===== src/rtl/register_file_pkg.sv =====
// Shared types for the register file and its burst read client.
package register_file_pkg;

  localparam int unsigned REGISTER_DATA_WIDTH = 8;
  localparam int unsigned REQUEST_FIELD_WIDTH = 16;

  typedef enum logic [0:0] {
    IDLE   = 1'b0,
    STREAM = 1'b1
  } burst_state_t;

  // Request fields are wide enough for any supported depth; users zero-extend.
  typedef struct packed {
    logic [REQUEST_FIELD_WIDTH-1:0] address;
    logic [REQUEST_FIELD_WIDTH-1:0] count;
  } burst_request_t;

endpackage


===== src/rtl/register_burst_reader_if.sv =====
// Request, register-port and output-stream signals of register_burst_reader.
// master: the burst reader; slave: requester, register file and consumer.
interface register_burst_reader_if #(
  parameter int unsigned ADDRESS_WIDTH = 3,
  parameter int unsigned COUNT_WIDTH   = 4
);
  import register_file_pkg::*;

  logic                           start_valid;
  logic                           start_ready;
  logic [ADDRESS_WIDTH-1:0]       start_address;
  logic [COUNT_WIDTH-1:0]         start_count;
  logic                           register_enable;
  logic [ADDRESS_WIDTH-1:0]       register_address;
  logic [REGISTER_DATA_WIDTH-1:0] register_read_data;
  logic                           out_valid;
  logic                           out_ready;
  logic [REGISTER_DATA_WIDTH-1:0] out_data;
  logic                           out_last;
  logic                           done;
  logic                           error;

  modport master (
    input  start_valid, start_address, start_count, register_read_data, out_ready,
    output start_ready, register_enable, register_address,
           out_valid, out_data, out_last, done, error
  );

  modport slave (
    output start_valid, start_address, start_count, register_read_data, out_ready,
    input  start_ready, register_enable, register_address,
           out_valid, out_data, out_last, done, error
  );

endinterface


===== src/rtl/register_burst_address_generator.sv =====
// Burst pointer and remaining-beat counter with wrap and request range check.
// REGISTER_BURST_READER_WRAP_EN: bursts wrap; only the start address is checked.
module register_burst_address_generator
  import register_file_pkg::*;
#(
  parameter int unsigned NUMBER_OF_REGISTERS = 8,
  parameter int unsigned ADDRESS_WIDTH       = $clog2(NUMBER_OF_REGISTERS),
  parameter int unsigned COUNT_WIDTH         = $clog2(NUMBER_OF_REGISTERS) + 1
) (
  input  logic                     clock,
  input  logic                     reset_n,
  input  logic                     load,
  input  logic                     advance,
  input  burst_request_t           request,
  output logic                     request_ok_c,
  output logic [ADDRESS_WIDTH-1:0] pointer,
  output logic [COUNT_WIDTH-1:0]   remaining
);

  localparam int unsigned SPAN_WIDTH = REQUEST_FIELD_WIDTH + 1;
  localparam logic [SPAN_WIDTH-1:0]    DEPTH        = SPAN_WIDTH'(NUMBER_OF_REGISTERS);
  localparam logic [ADDRESS_WIDTH-1:0] LAST_ADDRESS = ADDRESS_WIDTH'(NUMBER_OF_REGISTERS - 1);

  logic address_in_range_c;
  assign address_in_range_c = SPAN_WIDTH'(request.address) < DEPTH;

`ifdef REGISTER_BURST_READER_WRAP_EN
  // Any count is legal, but it must fit the remaining counter.
  logic count_fits_c;
  assign count_fits_c = (request.count >> COUNT_WIDTH) == '0;
  assign request_ok_c = address_in_range_c && count_fits_c;
`else
  logic [SPAN_WIDTH-1:0] span_end_c;
  assign span_end_c   = SPAN_WIDTH'(request.address) + SPAN_WIDTH'(request.count);
  assign request_ok_c = address_in_range_c && (span_end_c <= DEPTH);
`endif

  // Explicit compare keeps non-power-of-two depths wrapping correctly.
  always_ff @(posedge clock or negedge reset_n) begin
    if (!reset_n) begin
      pointer   <= '0;
      remaining <= '0;
    end else if (load) begin
      pointer   <= ADDRESS_WIDTH'(request.address);
      remaining <= COUNT_WIDTH'(request.count);
    end else if (advance) begin
      pointer   <= (pointer == LAST_ADDRESS) ? '0 : pointer + ADDRESS_WIDTH'(1);
      remaining <= remaining - COUNT_WIDTH'(1);
    end
  end

endmodule


===== src/rtl/register_burst_reader.sv =====
// Streams a burst of register file contents onto a valid/ready output with a last marker.
// REGISTER_BURST_READER_WRAP_EN: bursts wrap modulo the register file depth.
module register_burst_reader
  import register_file_pkg::*;
#(
  parameter int unsigned NUMBER_OF_REGISTERS = 8,
  parameter int unsigned ADDRESS_WIDTH       = $clog2(NUMBER_OF_REGISTERS),
  parameter int unsigned COUNT_WIDTH         = $clog2(NUMBER_OF_REGISTERS) + 1
) (
  input logic                    clock,
  input logic                    reset_n,
  register_burst_reader_if.master bus
);

  burst_state_t                   state;
  burst_state_t                   next_state;
  burst_request_t                 request;
  logic                           request_ok_c;
  logic                           accept;
  logic                           advance;
  logic [ADDRESS_WIDTH-1:0]       pointer;
  logic [COUNT_WIDTH-1:0]         remaining;
  logic                           out_valid_next;
  logic                           out_last_next;
  logic [REGISTER_DATA_WIDTH-1:0] out_data_next;
  logic                           done_next;
  logic                           error_next;

  assign request.address = REQUEST_FIELD_WIDTH'(bus.start_address);
  assign request.count   = REQUEST_FIELD_WIDTH'(bus.start_count);

  register_burst_address_generator #(
    .NUMBER_OF_REGISTERS (NUMBER_OF_REGISTERS),
    .ADDRESS_WIDTH       (ADDRESS_WIDTH),
    .COUNT_WIDTH         (COUNT_WIDTH)
  ) u_address_generator (
    .clock        (clock),
    .reset_n      (reset_n),
    .load         (accept),
    .advance      (advance),
    .request      (request),
    .request_ok_c (request_ok_c),
    .pointer      (pointer),
    .remaining    (remaining)
  );

  assign bus.register_address = pointer;

  always_ff @(posedge clock or negedge reset_n) begin
    if (!reset_n) state <= IDLE;
    else          state <= next_state;
  end

  // Next state plus the next value of every registered output.
  always_comb begin
    next_state     = state;
    accept         = 1'b0;
    advance        = 1'b0;
    out_valid_next = bus.out_valid;
    out_last_next  = bus.out_last;
    out_data_next  = bus.out_data;
    done_next      = 1'b0;
    error_next     = 1'b0;
    case (state)
      IDLE: begin
        if (bus.start_valid && bus.start_ready) begin
          if (!request_ok_c) begin
            error_next = 1'b1;
          end else begin
            accept = 1'b1;
            if (bus.start_count == '0) done_next  = 1'b1;
            else                       next_state = STREAM;
          end
        end
      end
      STREAM: begin
        if (bus.out_valid && bus.out_ready) begin
          out_valid_next = 1'b0;
          if (bus.out_last) begin
            next_state = IDLE;
            done_next  = 1'b1;
          end
        end
        // Register file read is combinational, so the capture sees pre-write data.
        if ((remaining != '0) && (!bus.out_valid || bus.out_ready)) begin
          advance        = 1'b1;
          out_valid_next = 1'b1;
          out_data_next  = bus.register_read_data;
          out_last_next  = (remaining == COUNT_WIDTH'(1));
        end
      end
      default: next_state = IDLE;
    endcase
  end

  always_ff @(posedge clock or negedge reset_n) begin
    if (!reset_n) begin
      bus.start_ready     <= 1'b1;
      bus.register_enable <= 1'b0;
      bus.out_valid       <= 1'b0;
      bus.out_data        <= '0;
      bus.out_last        <= 1'b0;
      bus.done            <= 1'b0;
      bus.error           <= 1'b0;
    end else begin
      bus.start_ready     <= (next_state == IDLE);
      bus.register_enable <= (next_state == STREAM);
      bus.out_valid       <= out_valid_next;
      bus.out_data        <= out_data_next;
      bus.out_last        <= out_last_next;
      bus.done            <= done_next;
      bus.error           <= error_next;
    end
  end

endmodule


===== src/flat_wrapper.sv =====
// flat-port wrapper written by rule: the top's interface ports become plain ports
module register_burst_reader_flat import register_file_pkg::*;
#(
  parameter int unsigned NUMBER_OF_REGISTERS = 8,
  parameter int unsigned ADDRESS_WIDTH       = $clog2(NUMBER_OF_REGISTERS),
  parameter int unsigned COUNT_WIDTH         = $clog2(NUMBER_OF_REGISTERS) + 1
)
  (clock, reset_n, bus_start_valid, bus_start_address, bus_start_count, bus_register_read_data, bus_out_ready, bus_start_ready, bus_register_enable, bus_register_address, bus_out_valid, bus_out_data, bus_out_last, bus_done, bus_error);
  register_burst_reader_if #(.ADDRESS_WIDTH(ADDRESS_WIDTH), .COUNT_WIDTH(COUNT_WIDTH)) bus_i ();
  input logic clock;
  input logic reset_n;
  input wire logic [$bits(bus_i.start_valid)-1:0] bus_start_valid;
  input wire logic [$bits(bus_i.start_address)-1:0] bus_start_address;
  input wire logic [$bits(bus_i.start_count)-1:0] bus_start_count;
  input wire logic [$bits(bus_i.register_read_data)-1:0] bus_register_read_data;
  input wire logic [$bits(bus_i.out_ready)-1:0] bus_out_ready;
  output wire logic [$bits(bus_i.start_ready)-1:0] bus_start_ready;
  output wire logic [$bits(bus_i.register_enable)-1:0] bus_register_enable;
  output wire logic [$bits(bus_i.register_address)-1:0] bus_register_address;
  output wire logic [$bits(bus_i.out_valid)-1:0] bus_out_valid;
  output wire logic [$bits(bus_i.out_data)-1:0] bus_out_data;
  output wire logic [$bits(bus_i.out_last)-1:0] bus_out_last;
  output wire logic [$bits(bus_i.done)-1:0] bus_done;
  output wire logic [$bits(bus_i.error)-1:0] bus_error;
  assign bus_i.start_valid = bus_start_valid;
  assign bus_i.start_address = bus_start_address;
  assign bus_i.start_count = bus_start_count;
  assign bus_i.register_read_data = bus_register_read_data;
  assign bus_i.out_ready = bus_out_ready;
  assign bus_start_ready = bus_i.start_ready;
  assign bus_register_enable = bus_i.register_enable;
  assign bus_register_address = bus_i.register_address;
  assign bus_out_valid = bus_i.out_valid;
  assign bus_out_data = bus_i.out_data;
  assign bus_out_last = bus_i.out_last;
  assign bus_done = bus_i.done;
  assign bus_error = bus_i.error;
  register_burst_reader #(.NUMBER_OF_REGISTERS(NUMBER_OF_REGISTERS), .ADDRESS_WIDTH(ADDRESS_WIDTH), .COUNT_WIDTH(COUNT_WIDTH)) u_core (.clock(clock), .reset_n(reset_n), .bus(bus_i));
endmodule

===== config.mk =====
export PLATFORM = sky130hd
export DESIGN_NAME = register_burst_reader_flat
export DESIGN_NICKNAME = d
export VERILOG_FILES = /design/src/rtl/register_file_pkg.sv /design/src/rtl/register_burst_reader_if.sv /design/src/rtl/register_burst_address_generator.sv /design/src/rtl/register_burst_reader.sv /design/src/flat_wrapper.sv
export SDC_FILE = /design/constraint.sdc
export NUM_CORES = 1
export LEC_CHECK = 0
export ABC_AREA = 1
export BUFFER_PORTS_ARGS = -buffer_cell sky130_fd_sc_hd__buf_2
export CAP_MARGIN = 25
export CORE_MARGIN = 1
export CORE_UTILIZATION = 45
export CTS_CLUSTER_SIZE = 14
export DETAILED_ROUTE_END_ITERATION = 16
export PLACE_DENSITY = 0.71
export SYNTH_ARGS = -nofsm -noshare
export SYNTH_HDL_FRONTEND = slang
export SYNTH_SLANG_ARGS = --single-unit

===== constraint.sdc =====
create_clock -name clock -period 1.8 [get_ports clock]
set_clock_uncertainty 0.15 [all_clocks]
set_input_delay 0.27 -clock clock [delete_from_list [all_inputs] [get_ports clock]]
set_output_delay 0.27 -clock clock [all_outputs]
set_load 0.01 [all_outputs]

==> flow_metrics.tcl, run 1 <==
set metrics [dict create \
    cp.required_ps 1860 \
    syn_area_per_cell_sq_um 7.800 \
    r2r-end "u_core.bus.out_data[6]$_DFFE_PN0P_" \
    antenna_found_initial 0 \
    slew-limit-headroom_pct 68.37 \
    dpl.hpwl_um 1932 \
    final-instance-count-excl-fill 232 \
    tns_ps 0 \
    slew_violations 0 \
    p_per_area_mw_per_mm2 529.5 \
    cts-root-buf "clkbuf_4" \
    hold_path_depth 3 \
    end_kind "flop" \
    crit_chain "inv_1, ha_1, nand3_1, nand2_2, inv_1, buf_4, nand2_1, nand2_1" \
    gp_congestion 0.8020 \
    synthArstFlopShare_pct 100.0 \
    synthDominantCellAreaShare_pct 40.61 \
    start_kind "flop" \
    crit_buf_inv 3 \
    cts_resized 0 \
    stdcell_area_sq_mm 0.001521 \
    die_area_sq_mm 0.002952 \
    dpl-instance-area_sq_mm 0.001475 \
    grt_pass1_vias 1019 \
    wl_um 2446 \
    worst_pin_slew_ps 474.4 \
    gr-total-overflow 0 \
    cp_slowest_stage_delay_ps 410 \
    worstPathArrival_ps 1710 \
    fillCellCount 236 \
    synth.area.top_cells "dfrtp_1 41%, nand2_1 19%, ha_1 7.1%" \
    postCtsSetupRepairBufs 0 \
    syn_area_sq_mm 0.001232 \
    wl_per_cell_um 10.54 \
    cts_made_buffers 3 \
    rows 18 \
    hold_path_class "input port to flop" \
    start_util_pct 48.86 \
    hold_start "bus_register_read_data[2]" \
    dr.pass1.iters 4 \
    yosysTopAreaCell "dfrtp_1" \
    ioPinCount 36 \
    netlist_top_cells_count "63 x nand2_1, 20 x dfrtp_1, 18 x inv_1, 13 x nand3_1" \
    maxCapViolCount 0 \
    synth_most_common_cell "nand2_1" \
    ff2ff_setup_slack_ps 140 \
    ys_warn_count 0 \
    ant_nets 0 \
    hold-path-endpoint "u_core.bus.out_data[2]$_DFFE_PN0P_" \
    cp_slowest_cell "dfrtp_1" \
    fin_ws_ps 144.6 \
    hold_viol 0 \
    die_x_um 54.33 \
    grtUsageTotal_pct 19.70 \
    drc 0 \
    drive_gt1_share_pct 27.23 \
    cts_tree "built" \
    path_class "flop to flop" \
    max_freq_mhz 604.1 \
    coreArea_sq_mm 0.002522 \
    antenna_cells 0 \
    seq_area_frac_synth_pct 42.74 \
    cts.sinks 21 \
    numPortBuffers 35 \
    synth-edff-count 0 \
    grt_pass1_wl_um 4209 \
    clkSlewWorstSetupHoldPaths_ps 110 \
    grt_max_degree 22 \
    hold_slack_ps 8.298 \
    flow.area_growth_from_synthesis_pct 23.45 \
    ir_worst_vdd_uv 403.0 \
    cp_top_family "buffers and inverters" \
    ys_types 23 \
    post-route-period-util_pct 91.97 \
    synth_fp_nets 185 \
    cp_max_fo 8 \
    fp.dieH_um 54.33 \
    vias 1129 \
    vias_per_cell 4.866 \
    rr_worst_depth 8 \
    rsz0062_at_grt "no" \
    place_ws_ps -143.2 \
    nets 230 \
    drtIter0Drc 21 \
    min_period_ps 1655 \
    p_leak_nw 0.9313 \
    synth-main-ff-cell "dfrtp_1" \
    synthCells 158 \
    htreeDepth 1 \
    yosys_register_bits 21 \
    setup_viol 0 \
    dp_cells 226 \
    status "finished clean" \
    clock_latency_ps 300 \
    cts_buffer_depth 2 \
    r2r-start "u_core.u_address_generator.remaining[1]$_DFFE_PN0P_" \
]
## worst max path at each step
stage / from / to / slack [ps] / depth (start not counted)
global route: u_core.u_address_generator.remaining[0]$_DFFE_PN0P_ / u_core.bus.out_data[4]$_DFFE_PN0P_ / 20 / 8
detailed placement: bus_start_count[0] / u_core.u_address_generator.remaining[1]$_DFFE_PN0P_ / -140 / 11
floorplan: bus_start_count[0] / u_core.u_address_generator.remaining[0]$_DFFE_PN0P_ / 7 / 9
CTS: u_core.u_address_generator.remaining[1]$_DFFE_PN0P_ / u_core.bus.out_data[7]$_DFFE_PN0P_ / 140 / 8
global placement: bus_start_count[0] / u_core.u_address_generator.remaining[0]$_DFFE_PN0P_ / -90 / 9
finish: u_core.u_address_generator.remaining[1]$_DFFE_PN0P_ / u_core.bus.out_data[6]$_DFFE_PN0P_ / 140 / 8
## cells by family after synthesis
| family | Yosys count | share of synthesized area, % |
|---|---|---|
| xor+xnor | 2 | 1.422 |
| simple gates | 96 | 34.32 |
| fa+ha+maj | 8 | 8.731 |
| buf+inv | 23 | 8.628 |
| compound gates | 8 | 4.163 |
| flops | 21 | 42.74 |
## area by class of cell
type / instances / area, sq um / share of cell area, %
clock buffers: 4 / 26.28 / 1.727
multi-input cells: 114 / 611.8 / 40.21
flip-flops and latches: 21 / 526.8 / 34.62
inverters: 19 / 71.32 / 4.687
repair buffers: 44 / 247.7 / 16.28
well taps: 30 / 37.54 / 2.467
## worst register-to-register path, stage by stage, from the launching register on
cell	delay, ps
dfrtp_1	410
inv_1	100
ha_1	190
nand3_1	100
nand2_2	170
inv_1	140
buf_4	190
nand2_1	60
nand2_1	50
## through the flow
| step | power [mW] | util, % |
|---|---|---|
| floorplan | 0.5351 | - |
| global placement | 0.5807 | 58.48 |
| detailed placement | 0.5856 | 58.48 |
| CTS | 0.8131 | 60.32 |
| global route | 0.8476 | 60.32 |
| finish | 0.8056 | 60.32 |
## cells in the final DEF (no fill, tap or decap), drive strengths merged
master,count
nand2,64
buf,42
dfrtp,20
inv,19
nand3,15
nor2,7
nand4,7
ha,7
o21ai,6
clkbuf,4
a21oi,2
xor2,2
dlygate4sd3,2
nor4,1
nor3,1
or2,1
fa,1
dfstp,1
## what timing repair did
item | in CTS | in global routing
hold buffers | 2 | 0
setup endpoints to repair | 0 | 0
hold endpoints to repair | 21 | 0
## power by group
| part | leakage (nW) | internal (mW) | switching (mW) |
|---|---|---|---|
| clock | 0.0150 | 0.0865 | 0.140 |
| sequential | 0.279 | 0.472 | 0 |
| combinational | 0.637 | 0.0434 | 0.0636 |
## per-layer routing
layer | up-vias | global-route usage (%) | part of all wire [%]
met5 | - | 0 | 0
li1 | 591 | - | -
met2 | 40 | 37.20 | 48
met1 | 493 | 22.34 | 46
met3 | 5 | 1.944 | 5.0
met4 | 0 | 7.692 | 1.6
## registers in the layout, summed over array words and instances, names as in the netlist
signal / cells
u_core.bus.out_data: 8
u_core.u_address_generator.remaining: 4
u_core.u_address_generator.pointer: 3
u_core.bus.done: 1
u_core.bus.error: 1
u_core.bus.out_last: 1
u_core.bus.out_valid: 1
u_core.bus.start_ready: 1
u_core.state: 1
No activity file was read; power rests on OpenSTA's default activity.
==> run 2, diff against run 1 <==
--- a/config.mk
+++ b/config.mk
@@ -9,10 +9,9 @@
 export BUFFER_PORTS_ARGS = -buffer_cell sky130_fd_sc_hd__buf_2
 export CAP_MARGIN = 25
 export CORE_MARGIN = 1
-export CORE_UTILIZATION = 45
-export CTS_CLUSTER_SIZE = 14
+export CORE_UTILIZATION = 50
 export DETAILED_ROUTE_END_ITERATION = 16
-export PLACE_DENSITY = 0.71
+export PLACE_DENSITY = 0.78
 export SYNTH_ARGS = -nofsm -noshare
 export SYNTH_HDL_FRONTEND = slang
 export SYNTH_SLANG_ARGS = --single-unit
==> run 2 against run 1 <==
Critical path type unchanged. Sequential share of layout area down 0.11 points. Worst setup slack worse by 50 ps. Utilization grew 6.8 points.
==> flow_metrics.tcl, run 2 (synthesized netlist as in run 1, its figures left out) <==
set metrics [dict create \
    status "finished clean" \
    worst_pin_slew_ps 463.1 \
    wl_um 2535 \
    antenna_found_initial 0 \
    ff2ff_setup_slack_ps 90 \
    cts_made_buffers 3 \
    ant_nets 0 \
    dpl-instance-area_sq_mm 0.001485 \
    postCtsSetupRepairBufs 0 \
    ir_worst_vdd_uv 346.4 \
    r2r-end "u_core.bus.out_data[4]$_DFFE_PN0P_" \
    largest_reg_flops 8 \
    rr_worst_depth 8 \
    max_freq_mhz 586.3 \
    final-instance-count-excl-fill 229 \
    cp_max_fo 13 \
    cts.sinks 21 \
    coreArea_sq_mm 0.002276 \
    gr-total-overflow 0 \
    cp.required_ps 1850 \
    rows 17 \
    post-route-period-util_pct 94.75 \
    cts_tree "built" \
    p_per_area_mw_per_mm2 534.9 \
    vias 1168 \
    clkSlewWorstSetupHoldPaths_ps 110 \
    crit_end "u_core.bus.out_data[4]$_DFFE_PN0P_" \
    die_area_sq_mm 0.002667 \
    grt_max_degree 22 \
    drive_gt1_share_pct 27.36 \
    min_period_ps 1706 \
    htreeDepth 1 \
    worstPathArrival_ps 1760 \
    stdcell_area_sq_mm 0.001526 \
    grt_pass1_wl_um 4374 \
    setup_viol 0 \
    dp_cells 224 \
    die_x_um 51.65 \
    wl_per_cell_um 11.07 \
    vias_per_cell 5.100 \
    drc 0 \
    hold_path_class "input port to flop" \
    start_util_pct 54.15 \
    clock_latency_ps 300 \
    slew_violations 0 \
    path_class "flop to flop" \
    final_common_cell "nand2_1" \
    ioPinCount 36 \
    antenna_cells 0 \
    cts-root-buf "clkbuf_4" \
    hold_viol 0 \
    worstSetupStartpoint "u_core.u_address_generator.remaining[0]$_DFFE_PN0P_" \
    end_kind "flop" \
    nets 229 \
    gp_congestion 0.7856 \
    grtUsageTotal_pct 22.13 \
    numPortBuffers 35 \
    final_cell_mix "62 x nand2_1, 35 x buf_2, 20 x dfrtp_1" \
    r2r-start "u_core.u_address_generator.remaining[0]$_DFFE_PN0P_" \
    grt_pass1_vias 1104 \
    dpl.hpwl_um 2068 \
    fp.dieH_um 51.65 \
    dr.pass1.iters 4 \
    flow.area_growth_from_synthesis_pct 23.86 \
    largest_register "u_core.bus.out_data" \
    slew-limit-headroom_pct 69.13 \
    start_kind "flop" \
    drtIter0Drc 20 \
    p_leak_nw 0.9337 \
    cts_buffer_depth 2 \
    top_regs "u_core.bus.out_data x8, u_core.u_address_generator.remaining x4, u_core.u_address_generator.pointer x3" \
    maxCapViolCount 0 \
]
## run 2: cell types whose count changed in the layout (fill, tap and decap cells not counted)
cell / before / now
buf_4: 7 / 6
buf_12: 0 / 1
nand2_4: 0 / 1
nand2_2: 2 / 1
dlygate4sd3_1: 2 / 1
## run 2: how the worst min path moves through the flow
| stage | start | end | slack [ps] | cells past startpoint |
|---|---|---|---|---|
| CTS | bus_register_read_data[6] | u_core.bus.out_data[6]$_DFFE_PN0P_ | 0.6 | 3 |
| global route | bus_register_read_data[5] | u_core.bus.out_data[5]$_DFFE_PN0P_ | 20 | 3 |
| detailed placement | reset_n | u_core.bus.out_data[7]$_DFFE_PN0P_ | 100 | 1 |
| finish | bus_register_read_data[6] | u_core.bus.out_data[6]$_DFFE_PN0P_ | 8 | 3 |
| floorplan | reset_n | u_core.bus.done$_DFF_PN0_ | -180 | 0 |
| global placement | reset_n | u_core.bus.out_data[7]$_DFFE_PN0P_ | 90 | 1 |
## run 2: what timing repair did
| action | 4_1_cts | 5_1_grt |
|---|---|---|
| setup endpoints to repair | 0 | 11 |
| resized for setup | 0 | 1 |
| endpoints found under the hold margin | 20 | 0 |
| hold buffers | 1 | 0 |
## run 2: layer usage
| metal | global-route usage [%] | part of all wire, % | routed length, um | vias up |
|---|---|---|---|---|
| li1 | - | - | - | 595 |
| met1 | 24.81 | 43 | 1091 | 533 |
| met2 | 42.21 | 52 | 1306 | 35 |
| met3 | 1.754 | 3.5 | 89 | 5 |
| met4 | 9.459 | 1.8 | 46 | 0 |
| met5 | 0 | 0 | 0 | - |
## run 2: cell type report
type / count / area, sq um
Multi-Input combinational cell: 114 / 616.8
Clock buffer: 4 / 26.28
Inverter: 19 / 71.32
Sequential cell: 21 / 526.8
Timing Repair Buffer: 43 / 250.2
Tap cell: 28 / 35.03
Fill cell: 185 / 749.5
## run 2: per-stage QoR
step	setup WS (ps)	TNS, ps	total power, mW	hold WS, ps	util (%)
after global placement	-73.95	-500.7	0.5961	89.53	65.26
after CTS	33.87	0	0.8295	0.5665	66.85
after global routing	-6.554	-12.67	0.8614	20.00	67.07
after detailed placement	-141.5	-1131	0.6021	102.6	65.26
final	94.47	0	0.8164	7.909	67.07
after floorplan	6.549	0	0.5351	-175.6	-
## run 2: worst max-delay path: stages, from the launching register on
cell	delay (ps)
dfrtp_1	430
inv_1	90
ha_1	190
nand3_1	130
nand2_4	160
inv_1	130
buf_4	190
nand2_1	70
nand2_1	60
## run 2: where the power goes
group	switching (mW)	total (mW)	internal (mW)
Combinational	0.0658	0.121	0.0551
Clock	0.137	0.224	0.0864
Sequential	0	0.472	0.472
Total	0.203	0.816	0.613
==> run 3, diff against run 2 <==
==> constraint.sdc (replaced) <==
create_clock -name clock -period 1.7 [get_ports clock]
set_clock_uncertainty 0.15 [all_clocks]
set_input_delay 0.255 -clock clock [delete_from_list [all_inputs] [get_ports clock]]
set_output_delay 0.255 -clock clock [all_outputs]
set_load 0.01 [all_outputs]
==> run 3 against run 2 <==
Non-clock buffer count increased by 17. Sequential cell count unchanged. Sequential power increased by 5.7%. Clock power increased by 8.9%. Routed wire length increased by 20%. Design area increased by 12%. Critical path type unchanged. Global-route usage increased by 3.6 points. First-iteration DRC count increased by 30%. Sequential share of layout area decreased by 3.7 points.
==> flow_metrics.tcl, run 3 (synthesized netlist as in run 1, its figures left out) <==
set metrics [dict create \
    antenna_found_initial 0 \
    worstPathArrival_ps 1690 \
    combPwrFrac_pct 16.6 \
    hold-path-endpoint "u_core.bus.error$_DFF_PN0_" \
    grt_pass1_vias 1259 \
    p_leak_nw 1.007 \
    crit_top_cell "inv_1" \
    grtUsageTotal_pct 25.73 \
    seqPwrFrac_pct 56.1 \
    place_ws_ps -218.2 \
    numPortBuffers 35 \
    cts-root-buf "clkbuf_4" \
    path_class "flop to flop" \
    drive_gt1_share_pct 31.96 \
    power.switching_mw 0.2340 \
    dr_wl_met2_um 1659 \
    vias 1252 \
    gr-total-overflow 0 \
    cts_tree "built" \
    largest_register "u_core.bus.out_data" \
    coreArea_sq_mm 0.002276 \
    ioPinCount 36 \
    p_int_mw 0.6569 \
    status "finished clean" \
    cp.required_ps 1770 \
    grt_pass1_wl_um 4995 \
    fp.dieH_um 51.65 \
    rows 17 \
    clock_latency_ps 310 \
    ir_worst_vdd_uv 374.2 \
    cts_made_buffers 3 \
    cts.sinks 21 \
    fin_ws_ps 81.61 \
    cp_max_fo 7 \
    wl_per_cell_um 12.27 \
    grt_max_degree 22 \
    die_x_um 51.65 \
    worst_pin_slew_ps 474.2 \
    r2r-end "u_core.u_address_generator.remaining[0]$_DFFE_PN0P_" \
    crit_chain "inv_1, ha_4, nand3_2, nand2_4, buf_4, xor2_1, nand2_1, o21ai_2, inv_1" \
    flow.area_growth_from_synthesis_pct 38.58 \
    maxCapViolCount 0 \
    cts_buffer_depth 2 \
    hold_slack_ps 65.22 \
    hold_path_class "input port to flop" \
    dpl.hpwl_um 2257 \
    min_period_ps 1618 \
    vias_per_cell 5.069 \
    start_util_pct 54.15 \
    antenna_cells 0 \
    hold_path_depth 3 \
    final_cell_mix "62 x nand2_1, 35 x buf_2, 20 x dfrtp_1" \
    dr.pass1.iters 4 \
    ant_nets 0 \
    p_per_area_mw_per_mm2 521.6 \
    nets 247 \
    die_area_sq_mm 0.002667 \
    top_regs "u_core.bus.out_data x8, u_core.u_address_generator.remaining x4, u_core.u_address_generator.pointer x3" \
    gp_congestion 0.8300 \
    rr_worst_depth 9 \
    final_common_cell "nand2_1" \
    clkPwrFrac_pct 27.3 \
    cp_slowest_cell "dfrtp_1" \
    wl_met1_um 1187 \
    met3WireLength_um 135 \
    cp_slowest_stage_delay_ps 410 \
    drc 0 \
    ff2ff_setup_slack_ps 80 \
    max_freq_mhz 617.9 \
    hold_viol 0 \
    start_kind "flop" \
    switching_share_pct 26.27 \
    post-route-period-util_pct 95.20 \
    hold_start "bus_start_valid" \
    r2r-start "u_core.u_address_generator.remaining[0]$_DFFE_PN0P_" \
    end_kind "flop" \
    largest_reg_flops 8 \
    topRoutingLayerUsed "met4" \
    slew-limit-headroom_pct 68.39 \
    wl_um 3031 \
    clkSlewWorstSetupHoldPaths_ps 120 \
    htreeDepth 1 \
    drtIter0Drc 26 \
    setup_viol 0 \
    slew_violations 0 \
]
## run 3: through the flow
step           total power, mW  std cells  utilization, %  setup TNS [ps]  cell area (sq um)
2_1_floorplan           0.5675        158               -          -95.51               1255
3_3_place_gp            0.6298        229           66.79           -1254               1520
3_5_place_dp            0.6386        229           66.79           -2083               1520
4_1_cts                 0.8995        243           72.51               0               1650
5_1_grt                 0.9376        247           75.04          -21.82               1708
6_report                0.8909        247           75.04               0               1708
## run 3: critical path, delay by kind of cell (launching register included)
family          cells  cell delay [ps]
flops               1              410
simple gates        3              310
buf+inv             3              290
fa+ha+maj           1              160
xor+xnor            1              140
compound gates      1               50
## run 3: worst max path at each step
stage	end	cells past startpoint	start	slack, ps
2_1_floorplan	u_core.u_address_generator.remaining[0]$_DFFE_PN0P_	9	bus_start_count[0]	-30
3_3_place_gp	u_core.u_address_generator.remaining[0]$_DFFE_PN0P_	9	bus_start_address[0]	-150
3_5_place_dp	u_core.u_address_generator.remaining[1]$_DFFE_PN0P_	11	bus_start_address[0]	-220
4_1_cts	u_core.bus.out_data[6]$_DFFE_PN0P_	8	u_core.u_address_generator.remaining[1]$_DFFE_PN0P_	10
5_1_grt	u_core.u_address_generator.remaining[0]$_DFFE_PN0P_	9	u_core.u_address_generator.remaining[0]$_DFFE_PN0P_	-10
6_report	u_core.u_address_generator.remaining[0]$_DFFE_PN0P_	9	u_core.u_address_generator.remaining[0]$_DFFE_PN0P_	80
## run 3: layout make-up
class	count	area, sq um
well taps	28	35.03
inverters	19	75.07
multi-input cells	115	654.4
clock inverters	1	5.005
repair buffers	60	389.1
fillers	182	568.0
flip-flops and latches	21	526.8
clock buffers	3	22.52
## run 3: what timing repair did
| action | CTS | global route |
|---|---|---|
| endpoints found under the hold margin | 28 | 0 |
| hold buffers | 9 | 0 |
| buffers inserted | 1 | 3 |
| setup endpoints to repair | 8 | 14 |
| resized for setup | 1 | 6 |
| pin swaps | 1 | 1 |
| gates cloned | 0 | 1 |
## run 3: layer usage
metal | GRT usage, % | up-vias
met5 | 0 | -
met4 | 13.96 | 0
met3 | 3.801 | 4
met2 | 49.57 | 41
met1 | 26.08 | 575
li1 | - | 632
## run 3: power by group through the flow
stage	registers, mW	clock network, mW	logic, mW
floorplan	0.509	0	0.0584
global placement	0.509	0	0.121
detailed placement	0.509	0	0.130
CTS	0.500	0.254	0.146
global route	0.500	0.272	0.165
finish	0.499	0.244	0.148
